--- config.mk ---
export PLATFORM = sky130hd
export DESIGN_NAME = lsu_flat
export DESIGN_NICKNAME = d
export VERILOG_FILES = /design/src/rtl/lsu_pkg.sv /design/src/rtl/lsu_if.sv /design/src/rtl/lsu_align.sv /design/src/rtl/lsu.sv /design/src/flat_wrapper.sv
export SDC_FILE = /design/constraint.sdc
export NUM_CORES = 1
export LEC_CHECK = 0
export CELL_PAD_IN_SITES_DETAIL_PLACEMENT = 0
export CELL_PAD_IN_SITES_GLOBAL_PLACEMENT = 2
export CORE_ASPECT_RATIO = 1.4
export CORE_UTILIZATION = 28
export CTS_CLUSTER_SIZE = 10
export DETAILED_ROUTE_END_ITERATION = 7
export GPL_TIMING_DRIVEN = 0
export PLACE_DENSITY = 0.87
export RECOVER_POWER = 25
export SLEW_MARGIN = 30
export SYNTH_ARGS = -nofsm -noshare
export SYNTH_HDL_FRONTEND = slang
export SYNTH_SLANG_ARGS = --single-unit
--- constraint.sdc ---
create_clock -name clk -period 9.45 [get_ports clk]
set_input_delay 0.945 -clock clk [delete_from_list [all_inputs] [get_ports clk]]
set_output_delay 0.945 -clock clk [all_outputs]
set_load 0.005 [all_outputs]
--- src/rtl/lsu_pkg.sv ---
// ---------------------------------------------------------------------------
// lsu_pkg: shared types and helpers for the load/store unit.
//   lsu_state_e : FSM state encoding (IDLE, REQ, WAIT, RESP)
//   SZ_B..SZ_D  : access size encodings used on req_size
//   misaligned(): flags an access whose address is not a multiple of its
//                 size, or a dword access on a 32-bit datapath
// ---------------------------------------------------------------------------
package lsu_pkg;

    typedef enum logic [1:0] {
        ST_IDLE = 2'd0,
        ST_REQ  = 2'd1,
        ST_WAIT = 2'd2,
        ST_RESP = 2'd3
    } lsu_state_e;

    localparam logic [1:0] SZ_B = 2'd0;
    localparam logic [1:0] SZ_H = 2'd1;
    localparam logic [1:0] SZ_W = 2'd2;
    localparam logic [1:0] SZ_D = 2'd3;

    function automatic logic misaligned(input logic [2:0] addr_lo,
                                        input logic [1:0] size,
                                        input logic       xlen32);
        logic [2:0] mask;
        case (size)
            SZ_B:    mask = 3'b000;
            SZ_H:    mask = 3'b001;
            SZ_W:    mask = 3'b011;
            default: mask = 3'b111;
        endcase
        return ((addr_lo & mask) != 3'b000) || ((size == SZ_D) && xlen32);
    endfunction

endpackage

--- src/rtl/lsu_if.sv ---
// ---------------------------------------------------------------------------
// lsu_if: core-side request/response and data-bus signals of the LSU.
//   master : LSU view (accepts core requests, issues bus requests)
//   slave  : environment view (memory stage + writeback + bus memory)
// Core side : req_valid/ready/store/addr/wdata/size/unsigned/rd,
//             resp_valid/data/rd/err, stall
// Bus side  : bus_req_valid/ready, bus_we/addr/wdata/wstrb,
//             bus_rsp_valid/data/err
// ---------------------------------------------------------------------------
interface lsu_if #(parameter int XLEN = 64);

    logic              req_valid;
    logic              req_ready;
    logic              req_store;
    logic [XLEN-1:0]   req_addr;
    logic [XLEN-1:0]   req_wdata;
    logic [1:0]        req_size;
    logic              req_unsigned;
    logic [4:0]        req_rd;

    logic              resp_valid;
    logic [XLEN-1:0]   resp_data;
    logic [4:0]        resp_rd;
    logic              resp_err;
    logic              stall;

    logic              bus_req_valid;
    logic              bus_req_ready;
    logic              bus_we;
    logic [XLEN-1:0]   bus_addr;
    logic [XLEN-1:0]   bus_wdata;
    logic [XLEN/8-1:0] bus_wstrb;
    logic              bus_rsp_valid;
    logic [XLEN-1:0]   bus_rsp_data;
    logic              bus_rsp_err;

    modport master (
        input  req_valid, req_store, req_addr, req_wdata, req_size,
               req_unsigned, req_rd,
        output req_ready, resp_valid, resp_data, resp_rd, resp_err, stall,
        output bus_req_valid, bus_we, bus_addr, bus_wdata, bus_wstrb,
        input  bus_req_ready, bus_rsp_valid, bus_rsp_data, bus_rsp_err
    );

    modport slave (
        output req_valid, req_store, req_addr, req_wdata, req_size,
               req_unsigned, req_rd,
        input  req_ready, resp_valid, resp_data, resp_rd, resp_err, stall,
        input  bus_req_valid, bus_we, bus_addr, bus_wdata, bus_wstrb,
        output bus_req_ready, bus_rsp_valid, bus_rsp_data, bus_rsp_err
    );

endinterface

--- src/rtl/lsu_align.sv ---
// ---------------------------------------------------------------------------
// lsu_align: combinational lane alignment for the LSU.
//   size_i/off_i/unsigned_i : access size, byte offset within the bus word,
//                             zero-extend select
//   wdata_i -> wdata_o      : store data shifted into its byte lanes
//   wstrb_o                 : byte-lane enables for a store
//   rdata_i -> rdata_o      : load data extracted from its lanes and
//                             sign/zero-extended to XLEN
// ---------------------------------------------------------------------------
module lsu_align
    import lsu_pkg::*;
#(
    parameter  int XLEN = 64,
    localparam int NB   = XLEN / 8,
    localparam int OFFW = $clog2(NB)
) (
    input  logic [1:0]      size_i,
    input  logic [OFFW-1:0] off_i,
    input  logic            unsigned_i,
    input  logic [XLEN-1:0] wdata_i,
    input  logic [XLEN-1:0] rdata_i,
    output logic [XLEN-1:0] wdata_o,
    output logic [NB-1:0]   wstrb_o,
    output logic [XLEN-1:0] rdata_o
);

    logic [NB-1:0]   mask;
    logic [XLEN-1:0] rd_sh;
    logic            fill;

    assign wdata_o = wdata_i << {off_i, 3'b000};
    assign rd_sh   = rdata_i >> {off_i, 3'b000};

    always_comb begin
        mask = '0;
        for (int i = 0; i < NB; i++) begin
            mask[i] = (i < (1 << size_i));
        end
        wstrb_o = mask << off_i;
    end

    // Sign bit sits at the top of the accessed width; dword uses XLEN-1,
    // which on a 32-bit datapath only matters for an already-failed access.
    always_comb begin
        case (size_i)
            SZ_B:    fill = rd_sh[7];
            SZ_H:    fill = rd_sh[15];
            SZ_W:    fill = rd_sh[31];
            default: fill = rd_sh[XLEN-1];
        endcase
        fill = fill & ~unsigned_i;
        rdata_o = '0;
        for (int i = 0; i < XLEN; i++) begin
            rdata_o[i] = (i < (8 << size_i)) ? rd_sh[i] : fill;
        end
    end

endmodule

--- src/rtl/lsu.sv ---
// ---------------------------------------------------------------------------
// lsu: registered load/store engine between the memory stage and a
// handshake data bus (IDLE -> REQ -> WAIT -> RESP).
//   clk, rstn : clock, synchronous active-low reset
//   io        : lsu_if.master carrying core request/response, stall and
//               the bus request/response channels
// Parameters : XLEN (32 or 64), TIMEOUT (watchdog limit in cycles)
// Optional   : define LSU_TIMEOUT_EN to add a watchdog that ends an access
//              with an error after TIMEOUT cycles in REQ/WAIT.
// ---------------------------------------------------------------------------
module lsu
    import lsu_pkg::*;
#(
    parameter int XLEN    = 64,
    parameter int TIMEOUT = 255
) (
    input  logic   clk,
    input  logic   rstn,
    lsu_if.master  io
);

    localparam int NB   = XLEN / 8;
    localparam int OFFW = $clog2(NB);

    lsu_state_e      state_q, state_d;
    logic            store_q, unsigned_q, err_q;
    logic [1:0]      size_q;
    logic [XLEN-1:0] addr_q, wdata_q, resp_data_q;
    logic [4:0]      rd_q;

    logic [XLEN-1:0] wdata_sh, rdata_ext;
    logic [NB-1:0]   wstrb;
    logic            accept, mis, tmo_hit;

    assign accept = (state_q == ST_IDLE) && io.req_valid;
    assign mis    = misaligned(io.req_addr[2:0], io.req_size, XLEN == 32);

`ifdef LSU_TIMEOUT_EN
    localparam int CNT_W = (TIMEOUT < 256) ? 8 : $clog2(TIMEOUT + 1);
    logic [CNT_W-1:0] cnt_q, cnt_d;

    // Held at zero in IDLE, so it is clear on entry to REQ.
    always_comb begin
        cnt_d = cnt_q;
        if (state_q == ST_IDLE) cnt_d = '0;
        else if (state_q == ST_REQ || state_q == ST_WAIT) cnt_d = cnt_q + CNT_W'(1);
    end

    always_ff @(posedge clk) begin
        if (!rstn) cnt_q <= '0;
        else       cnt_q <= cnt_d;
    end

    // Fires in the cycle whose increment would reach TIMEOUT.
    assign tmo_hit = (state_q == ST_REQ || state_q == ST_WAIT) &&
                     (cnt_q >= CNT_W'(TIMEOUT - 1));
`else
    assign tmo_hit = 1'b0;
`endif

    lsu_align #(.XLEN(XLEN)) u_align (
        .size_i     (size_q),
        .off_i      (addr_q[OFFW-1:0]),
        .unsigned_i (unsigned_q),
        .wdata_i    (wdata_q),
        .rdata_i    (io.bus_rsp_data),
        .wdata_o    (wdata_sh),
        .wstrb_o    (wstrb),
        .rdata_o    (rdata_ext)
    );

    always_ff @(posedge clk) begin
        if (!rstn) state_q <= ST_IDLE;
        else       state_q <= state_d;
    end

    always_comb begin
        state_d = state_q;
        case (state_q)
            ST_IDLE: if (io.req_valid) state_d = mis ? ST_RESP : ST_REQ;
            ST_REQ: begin
                if (io.bus_req_ready) state_d = ST_WAIT;
                else if (tmo_hit)     state_d = ST_RESP;
            end
            ST_WAIT: if (io.bus_rsp_valid || tmo_hit) state_d = ST_RESP;
            ST_RESP: state_d = ST_IDLE;
            default: state_d = ST_IDLE;
        endcase
    end

    // Response-visible fields are reset; the load result is extended on the
    // way in so RESP only has to present a register.
    always_ff @(posedge clk) begin
        if (!rstn) begin
            store_q     <= 1'b0;
            err_q       <= 1'b0;
            addr_q      <= '0;
            rd_q        <= '0;
            resp_data_q <= '0;
        end else if (accept) begin
            store_q     <= io.req_store;
            err_q       <= mis;
            addr_q      <= io.req_addr;
            rd_q        <= io.req_rd;
            resp_data_q <= '0;
        end else if (state_q == ST_WAIT && io.bus_rsp_valid) begin
            err_q       <= io.bus_rsp_err;
            resp_data_q <= (store_q || io.bus_rsp_err) ? '0 : rdata_ext;
        end else if (tmo_hit && state_d == ST_RESP) begin
            err_q       <= 1'b1;
            resp_data_q <= '0;
        end
    end

    always_ff @(posedge clk) begin
        if (accept) begin
            wdata_q    <= io.req_wdata;
            size_q     <= io.req_size;
            unsigned_q <= io.req_unsigned;
        end
    end

    always_comb begin
        io.req_ready     = (state_q == ST_IDLE);
        io.stall         = (state_q != ST_IDLE);
        io.resp_valid    = (state_q == ST_RESP);
        io.resp_err      = (state_q == ST_RESP) && err_q;
        io.resp_data     = resp_data_q;
        io.resp_rd       = rd_q;
        io.bus_req_valid = (state_q == ST_REQ);
        io.bus_we        = (state_q == ST_REQ) && store_q;
        io.bus_addr      = {addr_q[XLEN-1:OFFW], OFFW'(0)};
        io.bus_wdata     = wdata_sh;
        io.bus_wstrb     = ((state_q == ST_REQ) && store_q) ? wstrb : '0;
    end

endmodule

--- src/flat_wrapper.sv ---
// flat-port wrapper written by rule: the top's interface ports become plain ports
module lsu_flat import lsu_pkg::*;
#(
    parameter int XLEN    = 64,
    parameter int TIMEOUT = 255
)
  (clk, rstn, io_req_valid, io_req_store, io_req_addr, io_req_wdata, io_req_size, io_req_unsigned, io_req_rd, io_req_ready, io_resp_valid, io_resp_data, io_resp_rd, io_resp_err, io_stall, io_bus_req_valid, io_bus_we, io_bus_addr, io_bus_wdata, io_bus_wstrb, io_bus_req_ready, io_bus_rsp_valid, io_bus_rsp_data, io_bus_rsp_err);
  lsu_if #(.XLEN(XLEN)) io_i ();
  input  logic clk;
  input  logic rstn;
  input wire logic [$bits(io_i.req_valid)-1:0] io_req_valid;
  input wire logic [$bits(io_i.req_store)-1:0] io_req_store;
  input wire logic [$bits(io_i.req_addr)-1:0] io_req_addr;
  input wire logic [$bits(io_i.req_wdata)-1:0] io_req_wdata;
  input wire logic [$bits(io_i.req_size)-1:0] io_req_size;
  input wire logic [$bits(io_i.req_unsigned)-1:0] io_req_unsigned;
  input wire logic [$bits(io_i.req_rd)-1:0] io_req_rd;
  output wire logic [$bits(io_i.req_ready)-1:0] io_req_ready;
  output wire logic [$bits(io_i.resp_valid)-1:0] io_resp_valid;
  output wire logic [$bits(io_i.resp_data)-1:0] io_resp_data;
  output wire logic [$bits(io_i.resp_rd)-1:0] io_resp_rd;
  output wire logic [$bits(io_i.resp_err)-1:0] io_resp_err;
  output wire logic [$bits(io_i.stall)-1:0] io_stall;
  output wire logic [$bits(io_i.bus_req_valid)-1:0] io_bus_req_valid;
  output wire logic [$bits(io_i.bus_we)-1:0] io_bus_we;
  output wire logic [$bits(io_i.bus_addr)-1:0] io_bus_addr;
  output wire logic [$bits(io_i.bus_wdata)-1:0] io_bus_wdata;
  output wire logic [$bits(io_i.bus_wstrb)-1:0] io_bus_wstrb;
  input wire logic [$bits(io_i.bus_req_ready)-1:0] io_bus_req_ready;
  input wire logic [$bits(io_i.bus_rsp_valid)-1:0] io_bus_rsp_valid;
  input wire logic [$bits(io_i.bus_rsp_data)-1:0] io_bus_rsp_data;
  input wire logic [$bits(io_i.bus_rsp_err)-1:0] io_bus_rsp_err;
  assign io_i.req_valid = io_req_valid;
  assign io_i.req_store = io_req_store;
  assign io_i.req_addr = io_req_addr;
  assign io_i.req_wdata = io_req_wdata;
  assign io_i.req_size = io_req_size;
  assign io_i.req_unsigned = io_req_unsigned;
  assign io_i.req_rd = io_req_rd;
  assign io_req_ready = io_i.req_ready;
  assign io_resp_valid = io_i.resp_valid;
  assign io_resp_data = io_i.resp_data;
  assign io_resp_rd = io_i.resp_rd;
  assign io_resp_err = io_i.resp_err;
  assign io_stall = io_i.stall;
  assign io_bus_req_valid = io_i.bus_req_valid;
  assign io_bus_we = io_i.bus_we;
  assign io_bus_addr = io_i.bus_addr;
  assign io_bus_wdata = io_i.bus_wdata;
  assign io_bus_wstrb = io_i.bus_wstrb;
  assign io_i.bus_req_ready = io_bus_req_ready;
  assign io_i.bus_rsp_valid = io_bus_rsp_valid;
  assign io_i.bus_rsp_data = io_bus_rsp_data;
  assign io_i.bus_rsp_err = io_bus_rsp_err;
  lsu #(.XLEN(XLEN), .TIMEOUT(TIMEOUT)) u_core (.clk(clk), .rstn(rstn), .io(io_i));
endmodule
==> impl_metrics.yaml <==
place:
  dp_hpwl_mm: 39.14
  port-buffer-count: 414
  gp_congestion: 0.9000
clock_tree:
  cts_max_level: 1
  clockBufferDepth: 3
  cts_sinks: 204
  clk_pin_slew_worst_paths_ns: 0.07
  cts_hold_buf: 0
  post_cts_buffers: 0
  clk_latency_ns: 0.57
  cts_tree: "built"
  cts_resized: 0
  cts-root-buf: "clkbuf_16"
  numCtsBuffers: 26
cells_and_area:
  final_nets: 1905
  layout-drive-gt1-share_pct: 12.23
  regArea_um2: 4755
  multi_input_area_um2: 5673
  utilization_pct: 42.37
  layout_common_cells: "clkdlybuf4s50_1, nand2_1, dfxtp_1"
  fillers: 4038
  mostFrequentLayoutCell: "clkdlybuf4s50_1"
  area_growth_syn_to_layout_pct: 49.34
drt:
  met1Wirelength_mm: 18.67
  vias_per_cell: 5.039
  top_layer_used: "met5"
  wire_per_inst_um: 22.55
  vias: 11313
  antenna_left: 0
  drt_iter0_drc: 799
  drt_wl_total_mm: 50.63
  met2_length_mm: 25.78
  drc: 0
  met3_length_mm: 3.573
  dr.pass1.iters: 5
min_path:
  hold_class: "register to register"
floorplan:
  core_area_um2: 40280
  fp.dieW_um: 172.7
  die_area_um2: 41630
  initial_core_util_pct: 28.37
  die_h_um: 241.0
  io_pins: 418
  rows: 87
grt:
  gr-total-overflow: 0
  antenna_found_initial: 10
  grt_first_pass_wirelength_mm: 72.27
  globalRouteTotalUtil_pct: 23.22
  grt_max_degree: 44
  grt_pass1_vias: 11341
synth:
  synth_cell_types: 56
  yosysWarnings: 0
  async_reset_ff_share_pct: 0
  synth_area_um2: 11430
  synth-edff-count: 67
  syn-mean-instance-area_um2: 9.155
  syn_inst: 1248
  yosys-top-cells-area: "dfxtp_1, edfxtp_1, mux2i_1, nand2_1, buf_4"
  ys_seq_area_share_pct: 41.61
  yosysTopAreaCellShare_pct: 24.00
  synthFlopType: "dfxtp_1"
  synth_top_cell_by_area: "dfxtp_1"
  synth_seq_cells: 204
worst_setup_path:
  worstSetupEndpoint: "io_bus_wdata[40]"
  critPathArrivalTime_ns: 4.21
  r2r_setup_slack_ns: 6.12
  rr_worst_depth: 8
  critPathMaxStageDelay_ns: 0.64
  cp_top_family: "buffers and inverters"
  crit_path_start: "u_core.addr_q[0]"
  timing.rr.start: "u_core.addr_q[0]"
  crit_path_max_fanout: 10
  cpMostUsedCell: "clkbuf_1"
  start_kind: "register"
  cp_num_cells: 9
  crit_buf_inv: 6
  critPathKind: "register to primary output"
  cp.required_ns: 8.51
  worstPathCellList: "buf_4 -> clkbuf_1 -> clkinv_1 -> buf_2 -> clkbuf_1 -> nor2_1 -> a21oi_1 -> o22ai_1 -> clkdlybuf4s50_1"
  slowest_stage: "clkbuf_1"
  r2r-end: "u_core.io.resp_data[16]"
  cp-end-kind: "primary output"
power:
  leakagePower_nw: 6.116
  power.density_nw_per_um2: 213.8
  power_mw: 3.649
  peakVddDrop_mv: 0.1478
timing:
  finalSetupViolCount: 0
  worst_pin_slew_ns: 0.9608
  rsz0062_at_grt: "no"
  timing.final.crit_share_pct: 54.59
  fmax_mhz: 193.8
  slew_headroom_pct: 35.65
  final-hold-violation-count: 0
  slew_viol_final: 0
  tns_ns: 0
  finClkSkew_ns: 0.04401
  period_needed_ns: 5.159
run_status:
  status: "completed"
job:
  drv_cap: 0
## cell type report
class / count / area share, %
multi-input cells: 870 / 33.25
flip-flops and latches: 204 / 27.86
repair buffers: 416 / 24.45
plain buffers: 165 / 5.668
clock buffers: 41 / 4.509
well taps: 534 / 3.916
inverters: 11 / 0.2420
clock inverters: 2 / 0.08066
diodes: 2 / 0.02933
## layer usage
layer	vias to the layer above	track usage [%]
met4	12	12.01
met1	5368	25.89
met2	514	41.78
met5	-	0
met3	119	4.726
li1	5300	-
## power by group
group          leakage [nW]  internal [mW]  total, mW  switching, mW
Combinational          3.99          0.735       1.57          0.832
Clock                 0.381          0.552      0.948          0.396
Sequential             1.75           1.05       1.13         0.0820
## metrics by stage
stage	instances	instance area [µm²]	setup WS, ns	hold slack (ns)
2_1_floorplan	1250	11430	5.794	0.4438
3_3_place_gp	2198	16250	3.824	0.4450
3_5_place_dp	2200	16280	5.466	0.4491
4_1_cts	2243	17070	4.857	0.4643
5_1_grt	2245	17060	4.176	0.4776
6_report	2245	17060	4.291	0.4575
## worst register-to-register path, cell delays in order, from the launching register on
cell and delay [ns]:
dfxtp_1 0.35, buf_4 0.22, clkbuf_1 0.65, clkinv_1 0.61
buf_2 0.38, a211oi_1 0.19, a21oi_1 0.07, a221oi_1 0.55
o21ai_0 0.14
## worst min path at each step
stage	from	end	slack (ns)	cells past startpoint
after detailed placement	u_core.io.resp_data[16]	u_core.io.resp_data[16]	0.45	2
after floorplan	u_core.addr_q[18]	u_core.addr_q[18]	0.44	2
final	u_core.io.resp_data[16]	u_core.io.resp_data[16]	0.46	2
after global routing	u_core.addr_q[35]	u_core.addr_q[35]	0.48	2
after CTS	u_core.addr_q[35]	u_core.addr_q[35]	0.46	2
after global placement	u_core.io.resp_data[21]	u_core.io.resp_data[21]	0.44	2
## registers in the layout, summed over array words and instances (netlist names)
signal               count
u_core.addr_q           64
u_core.size_q            2
u_core.wdata_q          64
u_core.state_q           2
u_core.io.resp_rd        5
u_core.unsigned_q        1
u_core.err_q             1
u_core.io.resp_data     64
u_core.store_q           1
## cell families after synthesis
kind of cell	after synthesis	synth area share, %
compound gates	341	20.07
fa+ha+maj	4	0.4380
other cells	1	0.03282
buf+inv	176	8.826
flops	204	41.61
mux	145	14.61
simple gates	377	14.41
## synthesized netlist by cell type (all sizes together), types with 18 or more instances
cell type  instances
nand2            214
dfxtp            137
buf              118
mux2i             97
o21ai             88
nor2              83
a21boi            71
edfxtp            67
clkbuf            47
a21oi             45
mux2              34
and2              29
a221oi            25
a211oi            23
a22oi             18
Note: power is estimated with default switching activity, not from simulation.
